$ cat src/rtl/fan_row_accumulator_pkg.sv
// Shared lane layout and state encoding for the fan adder output path.
package fan_row_accumulator_pkg;

  typedef enum logic {
    ST_ACC   = 1'b0,
    ST_DRAIN = 1'b1
  } state_e;

  // Lane layout: data at the bottom, row index above it, ctrl on top.
  function automatic int unsigned data_lsb();
    return 0;
  endfunction

  function automatic int unsigned row_lsb(input int unsigned dw_data);
    return dw_data;
  endfunction

  function automatic int unsigned ctrl_lsb(input int unsigned dw_data, input int unsigned dw_row);
    return dw_data + dw_row;
  endfunction

  // A lane carries a live value when either of the two top ctrl bits is set
  // (adder result or kept bypass line).
  function automatic int unsigned live_hi_bit(input int unsigned dw_ctrl);
    return dw_ctrl - 1;
  endfunction

  function automatic int unsigned live_lo_bit(input int unsigned dw_ctrl);
    return dw_ctrl - 2;
  endfunction

endpackage

$ cat src/rtl/fan_row_lane_sum.sv
// Combinational per-row reduction of one beat: sums the data of every live
// lane into its row bucket and flags which rows were hit.
module fan_row_lane_sum
  import fan_row_accumulator_pkg::*;
#(
  parameter int unsigned DW_DATA = 8,
  parameter int unsigned DW_ROW  = 4,
  parameter int unsigned DW_CTRL = 4,
  parameter int unsigned DW_LINE = DW_DATA + DW_ROW + DW_CTRL,
  parameter int unsigned NUM_IN  = 4,
  parameter int unsigned NUM_ROW = 1 << DW_ROW,
  parameter int unsigned DW_ACC  = 16
) (
  input  logic [NUM_IN*DW_LINE-1:0]         lanes_i,
  output logic [NUM_ROW-1:0][DW_ACC-1:0]    sum_o,
  output logic [NUM_ROW-1:0]                hit_o
);

  localparam int unsigned DATA_LSB = data_lsb();
  localparam int unsigned ROW_LSB  = row_lsb(DW_DATA);
  localparam int unsigned CTRL_LSB = ctrl_lsb(DW_DATA, DW_ROW);
  localparam int unsigned LIVE_HI  = live_hi_bit(DW_CTRL);
  localparam int unsigned LIVE_LO  = live_lo_bit(DW_CTRL);

  // Lower ctrl bits carry no meaning for the accumulator.
  logic unused_lane_bits;
  assign unused_lane_bits = ^lanes_i;

  // Scatter every live lane into its row bucket; lanes sharing a row add up.
  always_comb begin
    sum_o = '0;
    hit_o = '0;
    for (int unsigned i = 0; i < NUM_IN; i++) begin
      if (lanes_i[i*DW_LINE + CTRL_LSB + LIVE_HI] || lanes_i[i*DW_LINE + CTRL_LSB + LIVE_LO]) begin
        sum_o[lanes_i[i*DW_LINE + ROW_LSB +: DW_ROW]] =
          sum_o[lanes_i[i*DW_LINE + ROW_LSB +: DW_ROW]]
          + DW_ACC'(lanes_i[i*DW_LINE + DATA_LSB +: DW_DATA]);
        hit_o[lanes_i[i*DW_LINE + ROW_LSB +: DW_ROW]] = 1'b1;
      end
    end
  end

endmodule

$ cat src/rtl/fan_row_accumulator.sv
// Per-row accumulator bank behind the last fan adder stage. Accumulates live
// lanes for one tile, then drains touched rows in ascending order.
module fan_row_accumulator
  import fan_row_accumulator_pkg::*;
#(
  parameter int unsigned DW_DATA = 8,
  parameter int unsigned DW_ROW  = 4,
  parameter int unsigned DW_CTRL = 4,
  parameter int unsigned DW_LINE = DW_DATA + DW_ROW + DW_CTRL,
  parameter int unsigned NUM_IN  = 4,
  parameter int unsigned NUM_ROW = 1 << DW_ROW,
  parameter int unsigned DW_ACC  = 16
) (
  input  logic                      clk,
  input  logic                      rst,
  input  logic                      in_valid,
  output logic                      in_ready,
  input  logic [NUM_IN*DW_LINE-1:0] in,
  input  logic                      in_last,
  output logic                      out_valid,
  input  logic                      out_ready,
  output logic [DW_ROW-1:0]         out_row,
  output logic [DW_ACC-1:0]         out_data,
  output logic                      tile_done
);

  state_e                         state_q, state_d;
  logic [NUM_ROW-1:0][DW_ACC-1:0] acc_q, acc_d;
  logic [NUM_ROW-1:0]             touched_q, touched_d;
  logic                           tile_done_q, tile_done_d;

  logic [NUM_ROW-1:0][DW_ACC-1:0] beat_sum;
  logic [NUM_ROW-1:0]             beat_hit;
  logic [DW_ROW-1:0]              sel_row;
  logic                           sel_found;
  logic                           accept;
  logic                           drain_hs;

  fan_row_lane_sum #(
    .DW_DATA (DW_DATA),
    .DW_ROW  (DW_ROW),
    .DW_CTRL (DW_CTRL),
    .DW_LINE (DW_LINE),
    .NUM_IN  (NUM_IN),
    .NUM_ROW (NUM_ROW),
    .DW_ACC  (DW_ACC)
  ) u_lane_sum (
    .lanes_i (in),
    .sum_o   (beat_sum),
    .hit_o   (beat_hit)
  );

  // Lowest touched row is the next one to drain.
  always_comb begin
    sel_row   = '0;
    sel_found = 1'b0;
    for (int unsigned r = 0; r < NUM_ROW; r++) begin
      if (touched_q[r] && !sel_found) begin
        sel_row   = DW_ROW'(r);
        sel_found = 1'b1;
      end
    end
  end

  assign in_ready  = (state_q == ST_ACC);
  assign accept    = in_valid && in_ready;
  assign out_valid = (state_q == ST_DRAIN) && sel_found;
  assign out_row   = (state_q == ST_DRAIN) ? sel_row : '0;
  assign out_data  = out_valid ? acc_q[sel_row] : '0;
  assign drain_hs  = out_valid && out_ready;
  assign tile_done = tile_done_q;

  // Next-state: accumulate beats in ACC, retire one row per handshake in DRAIN.
  always_comb begin
    state_d     = state_q;
    acc_d       = acc_q;
    touched_d   = touched_q;
    tile_done_d = 1'b0;
    unique case (state_q)
      ST_ACC: begin
        if (accept) begin
          for (int unsigned r = 0; r < NUM_ROW; r++) begin
            acc_d[r] = acc_q[r] + beat_sum[r];
          end
          touched_d = touched_q | beat_hit;
          if (in_last) state_d = ST_DRAIN;
        end
      end
      ST_DRAIN: begin
        if (drain_hs) begin
          touched_d[sel_row] = 1'b0;
          acc_d[sel_row]     = '0;
        end
        // Leaving as soon as the bitmap empties also covers an empty tile,
        // which therefore spends a single cycle in DRAIN.
        if (touched_d == '0) begin
          state_d     = ST_ACC;
          tile_done_d = 1'b1;
        end
      end
      default: state_d = ST_ACC;
    endcase
  end

  // State registers with synchronous active-low reset.
  always_ff @(posedge clk) begin
    if (!rst) begin
      state_q     <= ST_ACC;
      acc_q       <= '0;
      touched_q   <= '0;
      tile_done_q <= 1'b0;
    end else begin
      state_q     <= state_d;
      acc_q       <= acc_d;
      touched_q   <= touched_d;
      tile_done_q <= tile_done_d;
    end
  end

endmodule
$ cat config.mk
export PLATFORM = sky130hd
export DESIGN_NAME = fan_row_accumulator
export DESIGN_NICKNAME = d
export VERILOG_FILES = /design/src/rtl/fan_row_accumulator_pkg.sv /design/src/rtl/fan_row_lane_sum.sv /design/src/rtl/fan_row_accumulator.sv
export SDC_FILE = /design/constraint.sdc
export NUM_CORES = 2
export LEC_CHECK = 0
export ABC_AREA = 1
export BUFFER_PORTS_ARGS = -buffer_cell sky130_fd_sc_hd__buf_4
export CORE_MARGIN = 3
export CORE_UTILIZATION = 53
export CTS_CLUSTER_DIAMETER = 60
export CTS_CLUSTER_SIZE = 8
export DETAILED_ROUTE_END_ITERATION = 16
export GPL_TIMING_DRIVEN = 1
export PLACE_DENSITY_LB_ADDON = 0.12
export SLEW_MARGIN = 20
export SYNTH_ARGS = -nofsm -noshare
export SYNTH_HDL_FRONTEND = slang
export SYNTH_SLANG_ARGS = --single-unit
$ cat constraint.sdc
create_clock -name clk -period 12.66 [get_ports clk]
set_clock_uncertainty 0.15 [all_clocks]
set_input_delay 0.633 -clock clk [delete_from_list [all_inputs] [get_ports clk]]
set_output_delay 0.633 -clock clk [all_outputs]
set_load 0.01 [all_outputs]
### Word level (Yosys, flattened, before mapping)

Memory sizes are Yosys's and may differ from the RTL's.
Cells that the tools add are included.

| operators by class | value |
|---|---|
| add/subtract/negate cells | 20 |
| $mul | 0 |
| div/mod/pow operators | 0 |
| order comparisons | 10 |
| equal/unequal tests | 2 |
| shift operators | 0 |
| muxes and demuxes | 85 |
| bitwise gates (word level) | 10 |
| reduce and logical (&&, ||, !) cells | 45 |

Operators with widths:

| cell | number |
|---|---|
| $mux 256 | 6 |
| $bwmux 256 | 3 |
| $and 256x256->256 | 2 |
| $pmux 256 s2 | 1 |
| $demux 16 s4 | 5 |
| $mux 16 | 18 |
| $add 16x16->16 | 16 |
| $bmux 16 s4 | 4 |
| $not 256->256 | 1 |
| $add 16x8->16 | 4 |
| $or 16x16->16 | 4 |
| $mux 4 | 14 |
| $pmux 16 s2 | 1 |
| $mux 1 | 26 |
| $lt 4x5->1 const B | 5 |
| $logic_and 1x1->1 | 23 |
| $demux 1 s4 | 5 |
| $ge 4x1->1 const B | 5 |
| $and 16x16->16 | 1 |
| $logic_not 16->1 | 1 |
| $not 16->16 | 1 |
| $logic_not 1->1 | 15 |
| $logic_or 1x1->1 | 4 |
| $ne 2x1->1 const B | 2 |
| other kinds (4) | 5 |

| storage, ports and cells | value |
|---|---|
| register bits after elaboration | 274 |
| bits in latches | 0 |
| memory bits (writable) | 0 |
| memory bits (read-only) | 256 |
| input port bits | 69 |
| output and inout bits | 23 |
| word-level logic and storage cells | 192 |
| memories | 1 |

Memories:

| memory | words | bits a word | read ports | clocked after memory_dff | write ports | line | text |
|---|---|---|---|---|---|---|---|
| (name not given) | 16 | 16 | 1 | 0 | 0 | fan_row_lane_sum.sv:36 | `sum_o[lanes_i[i*DW_LINE + ROW_LSB +: DW_ROW]]` |

### Logic depth before layout (Yosys ltp)

| logic depth | value |
|---|---|
| depth after elaboration | 57 |
| gate-level depth with buffers | 64 |
| depth with buffers taken out | 60 |

### By module

From an unflattened synthesis, not the netlist that was laid out.

| second synthesis, totals | value |
|---|---|
| cell total of the unflattened synthesis | 5749 |
| area, all modules | 33664.8 um^2 |

By module, submodules not included:

| module | times used | cells an instance | area each (um^2) | sequential area each (um^2) |
|---|---|---|---|---|
| fan_row_accumulator | 1 | 3580 | 23128.4 | 5485.3 |
| fan_row_lane_sum | 1 | 2169 | 10536.4 | 0.0 |

### Worst setup path before layout

OpenSTA, ideal clock, no wires.

| timing path | value |
|---|---|
| path type | input to register |
| start | input in[9] |
| end | register acc_q[254] in the netlist's numbering |
| setup time | 0.117 ns |
| arrival time | 9.006 ns |
| data required time | 12.393 ns |
| path slack | 3.387 ns |
| stages on the path | 59 |
| buffers on the path | 3 |
| cell sequence | inv_1 nor2_1 inv_1 nor2_1 nand2_1 clkbuf_1 nor2_1 nor2_1 nor3_1 o21ai_0 a211oi_1 ha_1 inv_1 fa_1 xnor2_1 inv_1 o21ai_0 o22ai_1 [... 23 more ...] or2_2 clkbuf_1 nand3_1 o21ai_0 ha_1 nand2_1 o21ai_0 a21oi_1 nor2_1 o21ai_0 nand2_1 nand2_1 a211oi_1 nand2_1 nor2_1 a21oi_1 nor2_1 nor2_1 |

| on the way | value |
|---|---|
| cells in the longest elaborated chain, start to end | 24 |
| elaborated cells between the ends (all ways) | 28 |
| those cells by class | 5 x add/sub; 2 x order compare; 18 x mux; 1 x bitwise; 1 x reduce/logical; 1 x memory |

Ends and longest elaborated chain:

| what | line | text |
|---|---|---|
| start: declaration | fan_row_accumulator.sv:18 | `input logic [NUM_IN*DW_LINE-1:0] in,` |
| parallel branches: the longest is 4 deep, another holds $mem_v2 16x16 | n/a |  |
| $and 256x256->256 (no source line) * | n/a |  |
| $mux 256 * | fan_row_lane_sum.sv:34 | `if (lanes_i[i*DW_LINE + CTRL_LSB + LIVE_HI] \|\| lanes_i[i*DW_LINE + CTRL_LSB + LIVE_LO]) begin` |
| $bmux 16 s4 | fan_row_lane_sum.sv:36 |  |
| $mux 16 (implied by the code) | fan_row_lane_sum.sv:36 |  |
| $add 16x8->16 | fan_row_lane_sum.sv:37 | `+ DW_ACC'(lanes_i[i*DW_LINE + DATA_LSB +: DW_DATA]);` |
| $bwmux 256 | fan_row_lane_sum.sv:35 | `sum_o[lanes_i[i*DW_LINE + ROW_LSB +: DW_ROW]] =` |
| $mux 256 * | fan_row_lane_sum.sv:34 |  |
| [... 5 more ...] | n/a |  |
| $bmux 16 s4 | fan_row_lane_sum.sv:36 |  |
| $mux 16 (implied by the code) | fan_row_lane_sum.sv:36 |  |
| $add 16x8->16 | fan_row_lane_sum.sv:37 |  |
| $bwmux 256 | fan_row_lane_sum.sv:35 |  |
| $mux 256 * | fan_row_lane_sum.sv:34 |  |
| $add 16x16->16 * | fan_row_accumulator.sv:83 | `acc_d[r] = acc_q[r] + beat_sum[r];` |
| $mux 256 * | fan_row_accumulator.sv:81 | `if (accept) begin` |
| $pmux 256 s2 * | fan_row_accumulator.sv:79 | `unique case (state_q)` |
| end signal: assignment | fan_row_accumulator.sv:109 | `acc_q <= '0;` |
| end signal: assignment | fan_row_accumulator.sv:114 | `acc_q <= acc_d;` |
| end: declaration | fan_row_accumulator.sv:28 | `logic [NUM_ROW-1:0][DW_ACC-1:0] acc_q, acc_d;` |

Mark *: on every way between the ends. The select of a mux whose other input is x is not followed.
A chain may end at the register's enable or synchronous reset.

### Worst setup path in the final report

| timing path | value |
|---|---|
| start | input in[10] |
| end | register acc_q[252] in the netlist's numbering |

Same word-level chain as after synthesis.

==> reports/metrics.yaml <==
timing:
  finalSetupTns_ps: 0
  hold_ws_ps: 104
  period_share_pct: 91.0
  grt_setup_unrepaired: "false"
  setup_viol: 0
  worstMarginPinSlew_ps: 1220
  hold_violations: 0
  fin_crit_ps: 11520
  max_slew_margin_pct: 17.6
  fmax_ghz: 0.0868
  final_max_slew_viol_count: 0
setup_path:
  startpoint_type: "input pin"
  crit_slowest_cell: "a211oi_1"
  cp_max_fo: 8
  required_ps: 13010
  max_stage_delay_ps: 490
  path_class: "in -> reg"
  crit_path_end_kind: "flop"
  crit_arrival_ps: 11860
  path_common_cell: "buf_4"
power_and_ir_drop:
  power_density_nw_per_um2: 109
  pwr-share-comb_pct: 49.7
  vdd_drop_max_mv: 0.104
  power_leakage_nw: 16.5
  p_clk_share_pct: 26.6
  p_int_mw: 2.10
  power_frac_seq_pct: 23.8
  total_power_mw: 3.96
  swShare_pct: 46.9
  p_switching_mw: 1.86
placed_design:
  place_congestion: 1.10
  dp_cells: 6339
  portBuffers: 83
  place_hpwl_mm: 113
synthesis:
  synth_largest_area_cell: "dfxtp_1"
  synth_warnings: 0
  synth_area_um2: 30900
  synth_common_cells: "nand2_1, o21ai_0, inv_1, nor2_1, a21oi_1"
  synthesis.nets: 5568
  synth.area.top_cells: "dfxtp_1, nand2_1, o21ai_0"
  syn-instance-count: 5279
  synth-edff-count: 0
  ys_seq_area_share_pct: 17.8
  ys_seq_elements: 274
  yosys.area.top_type_share_pct: 17.8
  async_flop_share_pct: 0
  yosysMostFrequentCell: "nand2_1"
  ys.flop_type: "dfxtp_1"
  synth.avg_cell_area_um2: 5.85
  synth.distinct_cells: 68
min_path:
  hold_class: "in -> reg"
global_routing:
  grt_max_degree: 91
  grt_pass1_vias: 35800
  grt_pass1_wl_mm: 213
  grt_util_all_layers_pct: 45.8
  overflow: 0
  antenna_found_initial: 10
clocking:
  cts_buffer_depth: 3
  hold_buffers: 0
  cts_tree: "done"
  cts_setup_buffers: 0
  clock_latency_ps: 590
  cts_sinks: 274
  cts_resized: 0
  cts-buffers-inserted: 41
  cts_root_buf: "clkbuf_16"
  path_clk_slew_ps: 50
  htree_levels: 2
floorplan:
  die_h_um: 247
  dieArea_um2: 61200
  start_util_pct: 54.1
  rows: 87
  chipWidth_um: 247
  ios: 92
  core_area_um2: 57000
job:
  cap_viol_max_count: 0
routing:
  wl_mm: 147
  ant_nets: 0
  vias_per_cell: 6.27
  drt_pass1_iterations: 10
  wl_per_cell_um: 23.0
  drtIter0Drc: 5372
  routed-via-count: 40100
  drc_errors: 0
cells_and_area:
  final_layout_size_suffix_gt1_share_pct: 14.3
  instances_no_fill: 6392
  area_growth_syn_to_layout_pct: 17.7
  nets: 5915
  utilization_pct: 63.7
run_status:
  status: "finished, final reports clean"
routing by layer:
layer	up-vias	track usage, %	wire [um]
li1	18500	-	-
met1	18300	57.4	54700
met2	2627	68.2	60800
met3	623	15.2	20900
met4	12	27.3	10500
met5	-	0	77
critical path, delay by kind of cell:
kind	cells	cell delay, ps
compound gates	24	4390
simple gates	15	2440
buf+inv	15	2380
fa+ha+maj	5	1580
xor+xnor	2	380
flip-flops by register name (all words and copies together) (netlist names):
| signal | count |
|---|---|
| state_q | 1 |
| acc_q | 256 |
| touched_q | 16 |
| tile_done | 1 |
placed cells by master, fill, tap and decap left out, types with 7 or more instances in the layout:
cell type and instances:
nor2_1 493, or2_2 44, inv_2 26, nand3_2 16
o221ai_1 8, o21ai_1 60, buf_12 15, xor2_1 20
buf_4 561, a21oi_1 318, nor3_1 55, nor2_2 27
o211ai_1 14, nand2_4 9, inv_1 581, nand3_1 272
o31ai_1 28, nand2_2 11, a221oi_1 18, nand4_1 44
clkinv_1 14, a32o_1 10, dfxtp_1 273, a211oi_1 17
o311ai_0 14, o22ai_1 189, fa_1 19, o21a_1 29
nor2_4 26, clkbuf_16 42, o21ai_0 755, mux2i_1 13
o2111ai_1 18, a311oi_1 7, nand2_1 1253, ha_1 201
nor4_1 12, a31oi_1 42
final timing paths:
path,from,to,slack [ps],cells past startpoint
worst max-delay path,in[10],acc_q[252],1140,61
worst min-delay path,in_last,state_q,100,3
worst max register to register,touched_q[0],acc_q[85],7420,24
worst min register to register,acc_q[29],acc_q[29],290,1
per-stage QoR:
step	area, um2	setup WS, ps
global route	36300	652
detailed placement	35200	1120
finish	36300	1140
global placement	35200	1350
floorplan	30900	3390
CTS	36300	1630
area by class of cell:
class	instances	area, um2
multi-input cells	4110	21900
fillers	5586	20700
flip-flops and latches	274	5490
repair buffers	576	4510
inverters	623	2350
clock buffers	48	1100
well taps	756	946
clock inverters	3	67.6
diodes	2	5.00
cell families (layout without fill, tap and decap cells):
kind of cell	after synthesis	count (layout)	synth area share (%)
buf+inv	895	1250	11.5
xor+xnor	29	29	0.823
fa+ha+maj	220	220	9.38
mux	13	13	0.421
flops	274	274	17.8
simple gates	2286	2286	31.8
compound gates	1562	1562	28.3
other cells	0	2	0
power by group through the flow:
stage / logic (mW) / registers (mW) / clock network, mW
after floorplan: 1.02 / 0.944 / 0
after global placement: 1.83 / 0.956 / 0
after detailed placement: 1.85 / 0.956 / 0
after CTS: 1.86 / 0.939 / 1.05
after global routing: 2.05 / 0.945 / 1.09
final: 1.97 / 0.941 / 1.05
Note: power is estimated with default switching activity, not from simulation.
